==> config.mk <==
export PLATFORM = sky130hd
export DESIGN_NAME = aes_round_sched
export DESIGN_NICKNAME = d
export VERILOG_FILES = /design/src/rtl/aes_round_sched.sv
export SDC_FILE = /design/constraint.sdc
export NUM_CORES = 1
export LEC_CHECK = 0
export ABC_CLOCK_PERIOD_IN_PS = 1440
export CORE_MARGIN = 8
export CORE_UTILIZATION = 39
export CTS_CLUSTER_SIZE = 16
export DETAILED_ROUTE_END_ITERATION = 7
export GPL_TIMING_DRIVEN = 1
export MAX_ROUTING_LAYER = met4
export PLACE_DENSITY = 0.8
export SKIP_CTS_REPAIR_TIMING = 1
export SLEW_MARGIN = 15
export SYNTH_ARGS = -nofsm -noshare
export SYNTH_HDL_FRONTEND = slang
export SYNTH_SLANG_ARGS = --single-unit
==> constraint.sdc <==
create_clock -name clk -period 1.44 [get_ports clk]
set_input_delay 0.144 -clock clk [delete_from_list [all_inputs] [get_ports clk]]
set_output_delay 0.144 -clock clk [all_outputs]
set_load 0.02 [all_outputs]
==> src/rtl/aes_round_sched.sv <==
// rtl/aes_round_sched.sv - AES round scheduler: loads 4 state words, issues Nr+1 round requests, drains 4 words.
module aes_round_sched #(
  parameter int WORD_W      = 32,
  parameter int ACK_TIMEOUT = 255
) (
  input  logic              clk,
  input  logic              reset,
  input  logic              clear,
  input  logic              start_i,
  input  logic [1:0]        key_len_i,
  input  logic              in_valid_i,
  input  logic [WORD_W-1:0] in_data_i,
  output logic              in_ready_o,
  output logic              ld_en_o,
  output logic [1:0]        ld_word_o,
  output logic              rnd_en_o,
  output logic [3:0]        rnd_idx_o,
  output logic              rnd_last_o,
  input  logic              rnd_ack_i,
  output logic              out_valid_o,
  output logic [1:0]        out_word_o,
  input  logic              out_ready_i,
  output logic              busy_o,
  output logic              done_o,
  output logic              err_o
);

  typedef enum logic [2:0] {
    IDLE, LOAD, ROUND0, ROUND, WAIT_ACK, DRAIN, DONE
  } state_t;

  localparam logic [7:0] TMO_LAST = 8'(ACK_TIMEOUT - 1);

  state_t     state, state_nx;
  logic [1:0] word_cnt;
  logic [3:0] round_cnt;
  logic [3:0] nr;
  logic [7:0] tmo;
  logic       err_q;

  // stream data goes straight to the datapath
  logic unused_data;
  assign unused_data = ^in_data_i;

  always_ff @(posedge clk or posedge reset) begin
    if (reset) begin
      state     <= IDLE;
      word_cnt  <= 2'd0;
      round_cnt <= 4'd0;
      tmo       <= 8'd0;
      nr        <= 4'd10;
      err_q     <= 1'b0;
    end else if (clear) begin
      state     <= IDLE;
      word_cnt  <= 2'd0;
      round_cnt <= 4'd0;
      tmo       <= 8'd0;
      nr        <= 4'd10;
      err_q     <= 1'b0;
    end else begin
      state <= state_nx;
      case (state)
        IDLE: begin
          err_q <= 1'b0;
          if (start_i) begin
            if (key_len_i != 2'b11) nr <= 4'd10 + {1'b0, key_len_i, 1'b0};
            else                    err_q <= 1'b1;
          end
        end
        LOAD:   if (in_valid_i) word_cnt <= word_cnt + 2'd1;
        ROUND0: begin
          round_cnt <= 4'd0;
          tmo       <= 8'd0;
        end
        ROUND:  tmo <= 8'd0;
        WAIT_ACK: begin
          if (rnd_ack_i) begin
            if (round_cnt != nr) round_cnt <= round_cnt + 4'd1;
          end else if (tmo == TMO_LAST) begin
            err_q <= 1'b1;
          end else begin
            tmo <= tmo + 8'd1;
          end
        end
        DRAIN:  if (out_ready_i) word_cnt <= word_cnt + 2'd1;
        DONE: begin
          // a timed-out job leaves counters mid-flight; tidy before IDLE
          word_cnt  <= 2'd0;
          round_cnt <= 4'd0;
          tmo       <= 8'd0;
        end
        default: ;
      endcase
    end
  end

  always_comb begin
    state_nx = state;
    case (state)
      IDLE:     if (start_i) state_nx = (key_len_i == 2'b11) ? DONE : LOAD;
      LOAD:     if (in_valid_i && word_cnt == 2'd3) state_nx = ROUND0;
      ROUND0:   state_nx = WAIT_ACK;
      ROUND:    state_nx = WAIT_ACK;
      WAIT_ACK: begin
        if (rnd_ack_i)             state_nx = (round_cnt == nr) ? DRAIN : ROUND;
        else if (tmo == TMO_LAST)  state_nx = DONE;
      end
      DRAIN:    if (out_ready_i && word_cnt == 2'd3) state_nx = DONE;
      DONE:     state_nx = IDLE;
      default:  state_nx = IDLE;
    endcase
  end

  always_comb begin
    in_ready_o  = 1'b0;
    ld_en_o     = 1'b0;
    ld_word_o   = 2'd0;
    rnd_en_o    = 1'b0;
    rnd_idx_o   = 4'd0;
    rnd_last_o  = 1'b0;
    out_valid_o = 1'b0;
    out_word_o  = 2'd0;
    done_o      = 1'b0;
    err_o       = 1'b0;
    busy_o      = (state != IDLE);
    case (state)
      LOAD: begin
        in_ready_o = 1'b1;
        ld_en_o    = in_valid_i;
        ld_word_o  = word_cnt;
      end
      ROUND0: rnd_en_o = 1'b1;
      ROUND: begin
        rnd_en_o   = 1'b1;
        rnd_idx_o  = round_cnt;
        rnd_last_o = (round_cnt == nr);
      end
      DRAIN: begin
        out_valid_o = 1'b1;
        out_word_o  = word_cnt;
      end
      DONE: begin
        done_o = 1'b1;
        err_o  = err_q;
      end
      default: ;
    endcase
  end

endmodule

==> impl_metrics.env <==
export IMPL_crit_chain="buf_6, or3_4, or3b_4, mux2i_1, nor2_1"
export IMPL_cp_buffers_inverters=1
export IMPL_area_delta_synth_final_pct=63.2
export IMPL_worst_pin_slew_ns=0.347
export IMPL_drc=0
export IMPL_wl_mm=4.78
export IMPL_cpPeakStageDelay_ns=0.46
export IMPL_violations="setup timing"
export IMPL_track_usage_pct=12.9
export IMPL_holdWs_ns=0.203
export IMPL_hold_path_class="input pin to async pin"
export IMPL_end_kind="flop"
export IMPL_grt_max_degree=22
export IMPL_worstSkewPairLatency_ns=0.26
export IMPL_synth_area_sq_um=1440
export IMPL_design_core_area_sq_um=3610
export IMPL_rsz0062_at_grt="yes"
export IMPL_stdcell_area_sq_um=2340
export IMPL_clock_root_buffer="clkbuf_8"
export IMPL_status="complete, but fails checks"
export IMPL_ir_drop_uv=588
export IMPL_port_buffers=24
export IMPL_r2r_slack_ns=-0.31
export IMPL_synth_edf_count=0
export IMPL_drt_initial_drc_count=144
export IMPL_synth_cell_types=50
export IMPL_ys_async_sr_fraction_pct=100
export IMPL_reg2reg_depth=5
export IMPL_drtPass1Iterations=5
export IMPL_io_pins=57
export IMPL_relSlewSlack_pct=76.7
export IMPL_gp_congestion=0.832
export IMPL_cp_slowest_cell="dfrtp_2"
export IMPL_synth_main_ff_cell="dfrtp_1"
export IMPL_synthesis_instances=159
export IMPL_timing_fmax_mhz=573
export IMPL_finalSetupViolations=33
export IMPL_synthTopCellsByArea="dfrtp_1 (33%), and2_1 (4.4%), ha_1 (4.4%), nor2_1 (3.9%), dfstp_2 (3.7%)"
export IMPL_finalCriticalPeriod_ns=1.75
export IMPL_leakagePower_nw=1.09
export IMPL_avgSynthCellArea_sq_um=9.03
export IMPL_grt_pass1_vias=1447
export IMPL_routedWlPerCell_um=17.2
export IMPL_rows=22
export IMPL_cp_max_fo=6
export IMPL_ys_seq_area_share_pct=36.8
export IMPL_cts_max_level=1
export IMPL_maxCapViolCount=0
export IMPL_cp_top_family="simple AND/OR/NAND/NOR gates"
export IMPL_clock_skew_ns=0.00722
export IMPL_placed_area_sq_um=2000
export IMPL_die_h_um=76.7
export IMPL_dieArea_sq_um=5880
export IMPL_antenna_found_initial=0
export IMPL_fin_ws_ns=-0.305
export IMPL_power_density_nw_per_um2=1040
export IMPL_path_clk_slew_ns=0.08
export IMPL_cts_tree="done"
export IMPL_synth_top_area_share_pct=33.1
export IMPL_synth_fp_nets=205
export IMPL_numCtsBuffers=3
export IMPL_slew_violations=0
export IMPL_avgViaCountPerCell=5.74
export IMPL_startpoint_type="flop"
export IMPL_cp_arrival_ns=1.90
export IMPL_fin_nets=276
export IMPL_grt_first_pass_wirelength_mm=6.29
export IMPL_antenna_left=0
export IMPL_die_x_um=76.7
export IMPL_critPathRequiredTime_ns=1.60
export IMPL_initial_core_util_pct=39.8
export IMPL_crit_type="flop to flop"
export IMPL_grt_ovfl_total=0
export IMPL_cts_buffer_depth=2
export IMPL_finalCritPeriodShare_pct=121
export IMPL_ys_warn_count=0
export IMPL_n_antenna_cell=0
export IMPL_reg2reg_to="nr[2]$_DFFE_PP0P_"
export IMPL_vias=1590
export IMPL_synth_area_leader_cell="dfrtp_1"
export IMPL_regToRegStartpoint="state[1]$_DFFE_PP0P_"
export IMPL_cts_sinks=21
export IMPL_drive_gt1_share_pct=51.5
export IMPL_final_hold_viol_count=0
export IMPL_ys_ff_latch=21
export IMPL_hpwl_mm=2.92
power by group:
| part | total (mW) | internal [mW] | leakage (nW) | switching [mW] |
|---|---|---|---|---|
| registers | 0.732 | 0.652 | 0.279 | 0.0799 |
| clock network | 0.398 | 0.197 | 0.0228 | 0.200 |
| logic | 1.31 | 0.645 | 0.790 | 0.664 |
through the flow:
step                utilization, %  TNS [ns]  setup WS [ns]  power [mW]  instances
detailed placement            55.4     -7.30         -0.358        1.61        262
finish                        65.0     -5.68         -0.305        2.44        277
CTS                           56.6    -12.62         -0.647        2.00        266
floorplan                        -    -0.315        -0.0940        1.23        159
global route                  65.0     -6.87         -0.350        2.54        277
global placement              55.4     -6.77         -0.329        1.60        262
cells by family (layout without fill, tap and decap cells):
family / after synthesis / after routing / synth area share [%]
buffers and inverters: 14 / 84 / 4.53
XOR/XNOR: 3 / 3 / 1.83
AO/OA/AOI/OAI: 38 / 38 / 19.7
flip-flops: 21 / 21 / 36.8
adder cells (fa/ha/maj): 5 / 5 / 4.36
AND/OR/NAND/NOR: 73 / 73 / 29.4
multiplexers: 5 / 5 / 3.48
state kept, by name, indices dropped and copies added (netlist names):
signal	flops
state	3
err_q	1
round_cnt	4
tmo	8
word_cnt	2
nr	3
area by class of cell:
cell class,instances,area (sq um)
multi-input cells,124,1050
fillers,267,1260
clock buffers,4,45.0
flip-flops and latches,21,532
well taps,48,60.1
inverters,7,28.8
repair buffers,73,623
how the worst max path moves through the flow:
stage	start	to	slack (ns)	cells after the start
2_1_floorplan	state[2]$_DFFE_PP0P_	nr[2]$_DFFE_PP0P_	-0.09	4
3_3_place_gp	state[1]$_DFFE_PP0P_	rnd_idx_o[2]	-0.33	5
3_5_place_dp	nr[3]$_DFFE_PP1P_	rnd_last_o	-0.36	4
4_1_cts	nr[3]$_DFFE_PP1P_	rnd_last_o	-0.65	4
5_1_grt	state[1]$_DFFE_PP0P_	nr[2]$_DFFE_PP0P_	-0.35	5
6_report	state[1]$_DFFE_PP0P_	nr[2]$_DFFE_PP0P_	-0.31	5
cell usage in the layout (no fill, tap or decap), types with 3 or more instances in the layout:
cell,netlist,final
nand2_1,10,9
and2_4,0,5
ha_1,5,4
buf_2,1,3
clkbuf_8,0,3
buf_4,1,42
and3_1,7,5
nor3_2,0,3
buf_6,1,18
dfrtp_2,0,3
a21oi_2,0,5
and2_1,10,5
nand3_1,4,3
nor2_1,15,12
mux2i_1,5,4
dfrtp_1,19,16
inv_1,7,5
clkdlybuf4s50_1,0,8
nor3_1,8,5
worst min-delay path, cell delays in order:
cell	delay [ns]
clkdlybuf4s50_1	0.40
inv_1	0.05
buf_4	0.27
cell usage after synthesis, types with 3 or more instances:
cell type	count
and2_1	10
and3_1	7
xor2_1	3
nor2_1	15
inv_1	7
mux2i_1	5
dfrtp_1	19
nand3_1	4
nand2_1	10
o21ai_0	4
nor2b_1	3
ha_1	5
a21oi_1	7
clkbuf_1	4
nor3_1	8
routing by layer:
layer  wire [um]  vias up  share of wire, %  track usage [%]
met4          70        0               1.5             4.42
met3         228        9               4.8             1.75
met2        2510       62                53             22.0
met1        1970      786                41             15.1
met5           0        -                 0                -
li1            -      733                 -                -
No activity file was read; power rests on OpenSTA's default activity.
